**src/rtl/bmu_result_collector.sv**
```systemverilog
// Captures BMU results one cycle after issue, tags them and queues them for writeback.
// Issue credit counts the in-flight capture so a push never meets a full FIFO.
module bmu_result_collector #(
  parameter int unsigned DEPTH = 4,
  parameter int unsigned TAG_W = 4
) (
  input  logic             clk,
  input  logic             rst,
  input  logic             issueValid,
  input  logic [TAG_W-1:0] issueTag,
  input  logic [31:0]      bmuResult,
  input  logic             bmuError,
  output logic             issueStall,
  output logic             outValid,
  input  logic             outReady,
  output logic [31:0]      outResult,
  output logic [TAG_W-1:0] outTag,
  output logic             outError,
  output logic [15:0]      errCount,
  output logic             dropSticky,
  input  logic             clrStats
);

  localparam int unsigned AW = $clog2(DEPTH);
  localparam logic [AW+1:0] OCC_FULL = (AW+2)'(DEPTH);

  typedef struct packed {
    logic [TAG_W-1:0] tag;
    logic [31:0]      res;
    logic             err;
  } entry_t;

  entry_t           mem_q [DEPTH];
  entry_t           head;
  logic [AW-1:0]    wr_ptr_q, wr_ptr_d;
  logic [AW-1:0]    rd_ptr_q, rd_ptr_d;
  logic [AW:0]      count_q, count_d;
  logic             pend_valid_q, pend_valid_d;
  logic [TAG_W-1:0] pend_tag_q, pend_tag_d;
  logic [15:0]      err_cnt_q, err_cnt_d;
  logic             drop_q, drop_d;
  logic [AW+1:0]    occupancy;
  logic             stall, push, pop, drop, err_push;

  assign occupancy = {1'b0, count_q} + {{(AW+1){1'b0}}, pend_valid_q};
  assign stall     = (occupancy >= OCC_FULL);
  assign push      = pend_valid_q;
  assign pop       = (count_q != '0) & outReady;
  assign drop      = issueValid & stall;
  assign err_push  = push & bmuError;

  always_comb begin
    pend_valid_d = issueValid & ~stall;
    pend_tag_d   = pend_tag_q;
    wr_ptr_d     = wr_ptr_q;
    rd_ptr_d     = rd_ptr_q;
    count_d      = count_q;
    err_cnt_d    = err_cnt_q;
    drop_d       = drop_q | drop;

    if (issueValid && !stall) pend_tag_d = issueTag;
    if (push) wr_ptr_d = wr_ptr_q + AW'(1);
    if (pop)  rd_ptr_d = rd_ptr_q + AW'(1);

    unique case ({push, pop})
      2'b10:   count_d = count_q + (AW+1)'(1);
      2'b01:   count_d = count_q - (AW+1)'(1);
      default: count_d = count_q;
    endcase

    // A clear coinciding with an error push or a drop keeps that event.
    if (clrStats) begin
      err_cnt_d = {15'b0, err_push};
      drop_d    = drop;
    end else if (err_push && err_cnt_q != '1) begin
      err_cnt_d = err_cnt_q + 16'd1;
    end
  end

  always_ff @(posedge clk or posedge rst) begin
    if (rst) begin
      pend_valid_q <= 1'b0;
      pend_tag_q   <= '0;
      wr_ptr_q     <= '0;
      rd_ptr_q     <= '0;
      count_q      <= '0;
      err_cnt_q    <= '0;
      drop_q       <= 1'b0;
    end else begin
      pend_valid_q <= pend_valid_d;
      pend_tag_q   <= pend_tag_d;
      wr_ptr_q     <= wr_ptr_d;
      rd_ptr_q     <= rd_ptr_d;
      count_q      <= count_d;
      err_cnt_q    <= err_cnt_d;
      drop_q       <= drop_d;
    end
  end

  always_ff @(posedge clk) begin
    if (push) mem_q[wr_ptr_q] <= {pend_tag_q, bmuResult, bmuError};
  end

  // Head fields are forced to zero when empty so reset values hold without clearing storage.
  assign head       = mem_q[rd_ptr_q];
  assign outValid   = (count_q != '0);
  assign outResult  = outValid ? head.res : '0;
  assign outTag     = outValid ? head.tag : '0;
  assign outError   = outValid ? head.err : 1'b0;
  assign issueStall = stall;
  assign errCount   = err_cnt_q;
  assign dropSticky = drop_q;

endmodule

```
**config.mk**
```make
export PLATFORM = sky130hd
export DESIGN_NAME = bmu_result_collector
export DESIGN_NICKNAME = d
export VERILOG_FILES = /design/src/rtl/bmu_result_collector.sv
export SDC_FILE = /design/constraint.sdc
export NUM_CORES = 1
export LEC_CHECK = 0
export BUFFER_PORTS_ARGS = -buffer_cell sky130_fd_sc_hd__buf_2
export CAP_MARGIN = 5
export CORE_MARGIN = 2
export CORE_UTILIZATION = 30
export DETAILED_ROUTE_END_ITERATION = 10
export SYNTH_ARGS = -nofsm -noshare
export SYNTH_HDL_FRONTEND = slang
export SYNTH_SLANG_ARGS = --single-unit
```
**constraint.sdc**
```tcl
create_clock -name clk -period 1.87 [get_ports clk]
set_clock_uncertainty 0.15 [all_clocks]
set_input_delay 0.374 -clock clk [delete_from_list [all_inputs] [get_ports clk]]
set_output_delay 0.374 -clock clk [all_outputs]
set_load 0.005 [all_outputs]
```
# Yosys cells after proc, flatten, opt, wreduce, memory -nomap -nowiden
# Memory sizes are Yosys's and may differ from the RTL's.
# Index checks and enable logic that the tools add are counted.
# W data, S select, Z words.
[totals]
reg_bits = 29
ramBits = 148
in_bits = 42
output_inout_bits = 56
word_cells = 39
mem_count = 1
[op_classes]
add_sub_neg = 6
n_lt_le_gt_ge = 1
n_eq_ne = 3
n_mux = 9
bitwise_logic = 6
reduce_logical = 6
[memory_table]
columns = ["memory", "depth", "word_bits", "read_ports", "rd_clocked_by_memory_dff", "write_ports", "line_no", "source"]
rows = [
  ["mem_q", 4, 37, 1, 0, 1, "33", "entry_t mem_q [DEPTH];"],
]
[ops]
columns = ["op", "count"]
rows = [
  ["$mux W16", 2],
  ["$mux W32", 1],
  ["$add A16 B1 Y16 const B", 1],
  ["$ne A16 B16 Y1 const B", 1],
  ["$pmux W3 S2", 1],
  ["$add A2 B1 Y2 const B", 2],
  ["$add A3 B1 Y4", 1],
  ["$and A1 B1 Y1", 4],
  ["$ge A4 B3 Y1 const B", 1],
  ["$mux W1", 4],
  ["$mux W4", 1],
  ["$reduce_bool A2 Y1", 2],
  ["$add A3 B1 Y3 const B", 1],
  ["$reduce_bool A3 Y1", 1],
  ["$sub A3 B1 Y3 const B", 1],
  ["$eq A2 B1 Y1 const B", 1],
  ["$eq A2 B2 Y1 const B", 1],
  ["$logic_and A1 B1 Y1", 2],
  ["$logic_not A1 Y1", 1],
  ["$not A1 Y1", 1],
  ["$or A1 B1 Y1", 1],
]

# Logic depth before layout (Yosys ltp)
# Gate-level depths: netlist of run 1.
[logic_depth]
depth_word = 5
depth_mapped = 8
ltp_nobuf = 8

# Worst setup path after synthesis of run 1
# Ideal clock, no wire load.
[synth_timing]
path_type = "register to register"
startpoint = "register wr_ptr_q[0]"
endpoint = "memory mem_q[2][0] (netlist bit) (enable)"
setup_ps = 398
t_arrival_ps = 1522
required_ps = 1322
path_slack_ps = -200
stages_incl_launch_ff = 4
n_path_buf = 0
period_less_slack_ps = 2070
cell_sequence = "dfrtp_1 inv_1 ha_1 and2_1"
[synth_rtl]
columns = ["element", "line_no", "source"]
rows = [
  ["from (decl)", "35", "logic [AW-1:0] wr_ptr_q, wr_ptr_d;"],
  ["from (signal assigned)", "92", "wr_ptr_q <= wr_ptr_d;"],
  ["to (decl)", "33", ""],
]
# Straight into the memory's write port.

# Final worst setup path of run 1
[layout_timing]
startpoint = "register rd_ptr_q[0]"
endpoint = "output outResult[17]"
[layout_via]
elab_chain_len = 2
[layout_rtl]
columns = ["element", "line_no", "source"]
rows = [
  ["from (decl)", "36", "logic [AW-1:0] rd_ptr_q, rd_ptr_d;"],
  ["from (signal assigned)", "93", "rd_ptr_q <= rd_ptr_d;"],
  ["$mem_v2 Z4 W37", "-", ""],
  ["$mux W32", "107", "assign outResult = outValid ? head.res : '0;"],
  ["to (decl)", "16", "output logic [31:0] outResult,"],
]
# Every way passes these cells.

==> results of run 1 <==
-- power by group through the flow --
stage	logic (mW)	registers, mW	clock network (mW)
finish	5.51	5.22	3.66
global route	6.01	5.29	3.92
floorplan	2.38	5.21	0
detailed placement	3.96	5.31	0
global placement	3.93	5.27	0
CTS	5.09	5.22	3.77
-- sequential cells by signal, indices dropped and copies added (netlist names) --
register and cells:
mem_q 148, errCount 16, pend_tag_q 4, count_q 3, rd_ptr_q 2, wr_ptr_q 2, dropSticky 1, pend_valid_q 1
-- metal layers --
| metal | track usage | up-vias | share of wire |
|---|---|---|---|
| li1 | - | 1842 | - |
| met1 | 0.1504 | 2092 | 0.42 |
| met2 | 0.2230 | 108 | 0.52 |
| met3 | 0.03402 | 6 | 0.048 |
| met4 | 0.03218 | 0 | 0.0072 |
| met5 | 0 | - | 0 |
-- cell families (layout without fill, tap and decap cells) --
family,Yosys count,count (layout),synth area share
AOI/OAI and AO/OA,27,27,0.02430
xor gates and xnor gates,6,6,0.007341
adders and majority gates,7,7,0.01328
buffers and inverters,29,196,0.01678
DFF,177,177,0.7223
muxes,45,45,0.1288
other,0,1,0
and+or+nand+nor,96,96,0.08722
-- worst paths after layout --
kind / startpoint / end / slack [ps] / cells past startpoint
min reg2reg: dropSticky$_DFF_PP0_ / dropSticky$_DFF_PP0_ / 370 / 1
max: rd_ptr_q[0]$_DFFE_PP0P_ / outResult[17] / -560 / 5
max in group asynchronous: rst / errCount[9]$_DFFE_PP0P_ / 970 / 4
min in group asynchronous: rst / pend_tag_q[3]$_DFFE_PP0P_ / 380 / 4
max reg2reg: count_q[0]$_DFFE_PP0P_ / count_q[2]$_DFFE_PP0P_ / -100 / 8
min: bmuResult[21] / mem_q[0][22]$_DFFE_PP_ / 20 / 1
-- cells in the final DEF, fill, tap and decap left out, types with 7 or more instances in the layout --
| cell | synthesis | final |
|---|---|---|
| nand2_1 | 8 | 7 |
| dfrtp_1 | 29 | 20 |
| clkbuf_16 | 0 | 17 |
| buf_12 | 0 | 11 |
| edfxtp_1 | 148 | 148 |
| dfrtp_2 | 0 | 9 |
| inv_1 | 14 | 12 |
| nor2_1 | 7 | 7 |
| buf_2 | 6 | 65 |
| a21oi_1 | 10 | 9 |
| buf_4 | 1 | 28 |
| and2_4 | 0 | 34 |
| buf_6 | 0 | 39 |
| mux4_2 | 37 | 37 |
-- cell type report --
| class | count | area, µm² |
|---|---|---|
| antenna | 1 | 2.502 |
| inverter | 14 | 52.55 |
| sequential | 177 | 5181 |
| clock inverter | 14 | 191.4 |
| clock buffer | 17 | 425.4 |
| fill | 2096 | 13820 |
| timing repair buffer | 151 | 1333 |
| multi-input combinational | 181 | 2063 |
| tap | 319 | 399.1 |
-- synthesized netlist by cell type --
library cell / count
nor4_4: 1
or4_1: 6
nand4b_1: 1
o21ai_0: 4
nand2_1: 8
dfrtp_1: 29
nor3_2: 1
a211o_1: 2
edfxtp_1: 148
buf_2: 6
nor4_2: 1
nor2_1: 7
nor3b_1: 1
a22o_1: 1
nand4_4: 2
mux4_2: 37
and2_1: 44
nand3_1: 5
buf_4: 1
o31ai_1: 6
and4_1: 2
a31oi_1: 2
clkbuf_1: 7
nand4_1: 2
fa_1: 1
xor2_1: 4
and3_1: 2
nor4_1: 3
mux2_1: 1
xnor2_1: 2
mux2i_1: 1
nor2b_1: 2
or2_1: 1
inv_1: 14
a21oi_1: 10
buf_1: 1
or3_1: 4
mux2_2: 6
ha_1: 6
o211a_1: 2
nor3_1: 3
-- what timing repair did --
item | 4_1_cts | 5_1_grt
resized for setup | 45 | 58
endpoints found under the setup margin | 46 | 52
cloned | 4 | 0
pin swaps | 22 | 7
hold endpoints to repair | 38 | 0
hold buffers | 4 | 0
buffers inserted | 10 | 6
-- metrics by stage --
step                utilization  cell area (µm²)
finish                   0.4110             9648
global route             0.4109             9646
CTS                      0.4004             9399
detailed placement       0.3564             8366
global placement         0.3564             8366
floorplan                     -             7201
-- worst max-delay path, delay by kind of cell, from the launching register on --
family                 cells  cell delay (ps)
multiplexers               1              500
flip-flops                 1              430
buffers and inverters      3              390
AND/OR/NAND/NOR            1              180
==> results_dict.tcl, run 1 <==
set metrics [dict create \
    run_status "complete, but fails checks" \
    failed_checks "setup timing" \
    postSynthAreaPerCell_um2 18.50 \
    track_usage 0.1253 \
    initial_utilization 0.3050 \
    grt_setup_unrepaired "yes" \
    vias_per_cell 4.632 \
    cap_viol_max_count 0 \
    finalHoldWorstSlack_ps 24.14 \
    grt_pass1_wl_um 23370 \
    dieArea_mm2 0.02511 \
    clk_latency_ps 410 \
    synth.top_cells.by_area "edfxtp_1 62%, mux4_2 12%, dfrtp_1 10%" \
    p_leak_nw 3.619 \
    pwr-share-clk 0.254 \
    internal_power_mw 10.47 \
    dp_cells 821 \
    row_count 56 \
    ant_nets 0 \
    core-area_mm2 0.02347 \
    cp-end-kind "output port" \
    slew_headroom 0.6903 \
    max_freq_mhz 410.8 \
    post_synth_num_cell_types 41 \
    sequentialPowerShare 0.363 \
    hold_violations 0 \
    setup.worst_path.class "flip-flop to output port" \
    drt_iter0_drc 201 \
    synthDominantCellAreaShare 0.6209 \
    critPathMaxFanout 6 \
    netlist.top_cell.by_area "edfxtp_1" \
    timing_worst_slew_pin_value_ps 460.7 \
    crit_slowest_cell "mux4_2" \
    cts.sinks 177 \
    synth_seq_area_share 0.7223 \
    setup_viol 41 \
    vias 4048 \
    arrival_time_of_the_worst_setup_path_ps 1910 \
    ioPinCount 98 \
    postSynthRegisterBits 177 \
    dp_slack_ps -139.3 \
    cell_chain_of_the_critical_path "buf_6, buf_12, mux4_2, and2_4, buf_6" \
    synthesis.instances 387 \
    clock_tree.root_cell "clkbuf_16" \
    die-width_um 158.5 \
    cts_buffers 17 \
    nets 591 \
    final.setup.worst_slack_ps -564.5 \
    synthesis.area_mm2 0.007158 \
    power.switching_mw 3.929 \
    start_kind "flip-flop" \
    instances_no_fill 874 \
    final.setup.tns_ps -19890 \
    cp_data_required_time_ps 1350 \
    antenna_found_initial 1 \
    synth_warnings 0 \
    total_power_mw 14.40 \
    crit_path_frequent_cell "buf_6" \
    post-route-drc-count 0 \
    place.detailed.hpwl_um 9408 \
    synth.net_count 436 \
    ctsLongestPathBuffers 2 \
    worst_setup_hold_path_clk_slew_ps 70 \
    layout_cell_share_with_drive_strength_beyond_1 0.5217 \
    number_of_global_route_vias_before_repair 4365 \
    power_density_mw_per_mm2 1492 \
    wire_per_inst_um 17.22 \
    hold_class "input pin to flip-flop" \
    clock_tree_from_tritoncts "built" \
    final_min_period_over_clock_period 1.302 \
    place.gp.congestion 0.8314 \
    combinational_group_share_of_total_power 0.383 \
    port_buffers 97 \
    die_h_um 158.5 \
    grt_remaining_overflow 0 \
    dr.pass1.iters 4 \
    routed_wire_length_um 15050 \
    layout-area-overhead-vs-synth_pct 34.78 \
    netSwitchingFraction 0.2729 \
    vdd.ir_drop.worst_mv 0.6550 \
    largest_net_degree_at_the_start_of_global_routing 39 \
    critical-path-max-stage-delay_ps 500 \
    clock_tree.htree_level_count 4 \
    drv_slew 0 \
    timing.final.crit_period_ps 2435 \
]
(Power assumes the default switching activity.)
==> run 2: changes to the inputs <==
Settings changed: RECOVER_POWER set to 100.
==> results_dict.tcl, run 2 (synthesized netlist as in run 1, its figures left out) <==
set metrics [dict create \
    sequentialPowerShare 0.367 \
    dieArea_mm2 0.02511 \
    internal_power_mw 10.35 \
    final.setup.tns_ps -20530 \
    failed_checks "setup timing" \
    wire_per_inst_um 17.24 \
    cp-end-kind "output port" \
    clock_tree.htree_level_count 4 \
    die-width_um 158.5 \
    ctsLongestPathBuffers 2 \
    critPathMaxFanout 6 \
    timing.rr.end "count_q[2]$_DFFE_PP0P_" \
    max_freq_mhz 410.4 \
    regArea_mm2 0.005174 \
    worst-r2r-cell-count 8 \
    final.setup.worst_slack_ps -566.5 \
    combinational_group_share_of_total_power 0.376 \
    number_of_flip_flops_in_the_largest_register 148 \
    cp-endpoint "outResult[17]" \
    port_buffers 97 \
    vdd.ir_drop.worst_mv 0.6543 \
    nets 591 \
    antenna_found_initial 1 \
    worst_setup_hold_path_clk_slew_ps 70 \
    register_name_with_the_most_flops "mem_q" \
    total_power_mw 14.24 \
    worst_hold_path.num_cells 2 \
    pwr-share-clk 0.257 \
    die_h_um 158.5 \
    drt_iter0_drc 187 \
    layout.cells.most_common "edfxtp_1" \
    regToRegSetupSlack_ps -240 \
    post-route-drc-count 0 \
    core-area_mm2 0.02347 \
    grt_pass1_wl_um 23370 \
    arrival_time_of_the_worst_setup_path_ps 1910 \
    grt_setup_unrepaired "yes" \
    cp_data_required_time_ps 1350 \
    cap_viol_max_count 0 \
    clock_tree_from_tritoncts "built" \
    vias_per_cell 4.658 \
    initial_utilization 0.3050 \
    largest_net_degree_at_the_start_of_global_routing 39 \
    clk_latency_ps 420 \
    place.gp.congestion 0.8314 \
    regToRegStartpoint "count_q[0]$_DFFE_PP0P_" \
    timing.final.crit_period_ps 2436 \
    hold_class "input pin to flip-flop" \
    worst_setup_path_startpoint "rd_ptr_q[0]$_DFFE_PP0P_" \
    setup.worst_path.class "flip-flop to output port" \
    num-fill-cells 2135 \
    hold_violations 0 \
    p_leak_nw 3.447 \
    row_count 56 \
    place.detailed.hpwl_um 9408 \
    most_used_cells_in_the_layout_excluding_fill_and_tap_cells "148 x edfxtp_1, 47 x clkbuf_1, 39 x buf_6, 37 x mux4_2, 33 x and2_4" \
    dr.pass1.iters 4 \
    cts.sinks 177 \
    run_status "complete, but fails checks" \
    cts_buffers 17 \
    power.switching_mw 3.890 \
    vias 4071 \
    finalHoldWorstSlack_ps 46.14 \
    routed_wire_length_um 15070 \
    crit_slowest_cell "mux4_2" \
    crit_path_frequent_cell "buf_6" \
    clock_tree.root_cell "clkbuf_16" \
    power_density_mw_per_mm2 1506 \
    ioPinCount 98 \
    slew_headroom 0.3767 \
    layout_cell_share_with_drive_strength_beyond_1 0.4097 \
    setup_viol 45 \
    drv_slew 0 \
    start_kind "flip-flop" \
    number_of_global_route_vias_before_repair 4365 \
    ant_nets 0 \
    total_area_of_multi_input_combinational_cells_mm2 0.002014 \
    final_min_period_over_clock_period 1.303 \
    timing_worst_slew_pin_value_ps 935.0 \
    track_usage 0.1253 \
    grt_remaining_overflow 0 \
    layout-area-overhead-vs-synth_pct 32.09 \
    cell_chain_of_the_critical_path "buf_6, buf_12, mux4_2, and2_4, buf_6" \
    critical-path-max-stage-delay_ps 500 \
    netSwitchingFraction 0.2732 \
]
==> run 2: changes by cell type in the layout (fill, tap and decap cells not counted), sizes merged <==
| cell | change |
|---|---|
| buf | -51 |
| clkbuf | +51 |
| clkinv | +1 |
| inv | -1 |
==> run 2: stage by stage <==
stage	instances	instance area (µm²)	utilization	setup WS, ps
2_1_floorplan	387	7201	-	-21.68
3_3_place_gp	821	8366	0.3564	-129.3
3_5_place_dp	821	8366	0.3564	-139.3
4_1_cts	868	9399	0.4004	-610.2
5_1_grt	873	9453	0.4027	-645.2
6_report	874	9455	0.4028	-566.5
==> run 2: worst min path at each step <==
| stage | startpoint | end |
|---|---|---|
| floorplan | rst | count_q[0]$_DFFE_PP0P_ |
| global placement | rst | pend_tag_q[2]$_DFFE_PP0P_ |
| detailed placement | rst | pend_tag_q[3]$_DFFE_PP0P_ |
| CTS | bmuResult[21] | mem_q[0][22]$_DFFE_PP_ |
| global route | issueTag[3] | pend_tag_q[3]$_DFFE_PP0P_ |
| finish | issueValid | dropSticky$_DFF_PP0_ |
==> run 2: layer usage <==
layer,global-route usage,up-vias,share of wire
met5,0,-,0
met4,0.03218,0,0.0086
met3,0.03402,8,0.042
met1,0.1504,2120,0.43
met2,0.2230,102,0.52
li1,-,1841,-
==> run 2: layout make-up <==
| type | count | share of cell area |
|---|---|---|
| Clock buffer | 17 | 0.04499 |
| Inverter | 14 | 0.005558 |
| Multi-Input combinational cell | 181 | 0.2130 |
| Sequential cell | 177 | 0.5472 |
| Antenna cell | 1 | 0.0002647 |
| Tap cell | 319 | 0.04221 |
| Clock inverter | 14 | 0.02025 |
| Timing Repair Buffer | 151 | 0.1265 |
==> run 2: timing repair <==
| action | in CTS | in global routing |
|---|---|---|
| endpoints found under the setup margin | 46 | 52 |
| hold buffers | 4 | 0 |
| buffers inserted | 10 | 6 |
| endpoints found under the hold margin | 38 | 0 |
| gates resized for setup | 45 | 58 |
| pin swaps | 22 | 7 |
| gates cloned | 4 | 0 |
==> run 2: critical path, delay by kind of cell (launching register included) <==
| kind | cells | cell delay, ps |
|---|---|---|
| buf+inv | 3 | 390 |
| flops | 1 | 430 |
| mux | 1 | 500 |
| simple gates | 1 | 180 |
==> run 2: power groups by stage <==
stage | Clock [mW] | Sequential (mW) | Combinational [mW]
2_1_floorplan | 0 | 5.21 | 2.38
3_3_place_gp | 0 | 5.27 | 3.93
3_5_place_dp | 0 | 5.31 | 3.96
4_1_cts | 3.77 | 5.22 | 5.09
5_1_grt | 3.92 | 5.28 | 5.85
6_report | 3.66 | 5.22 | 5.36
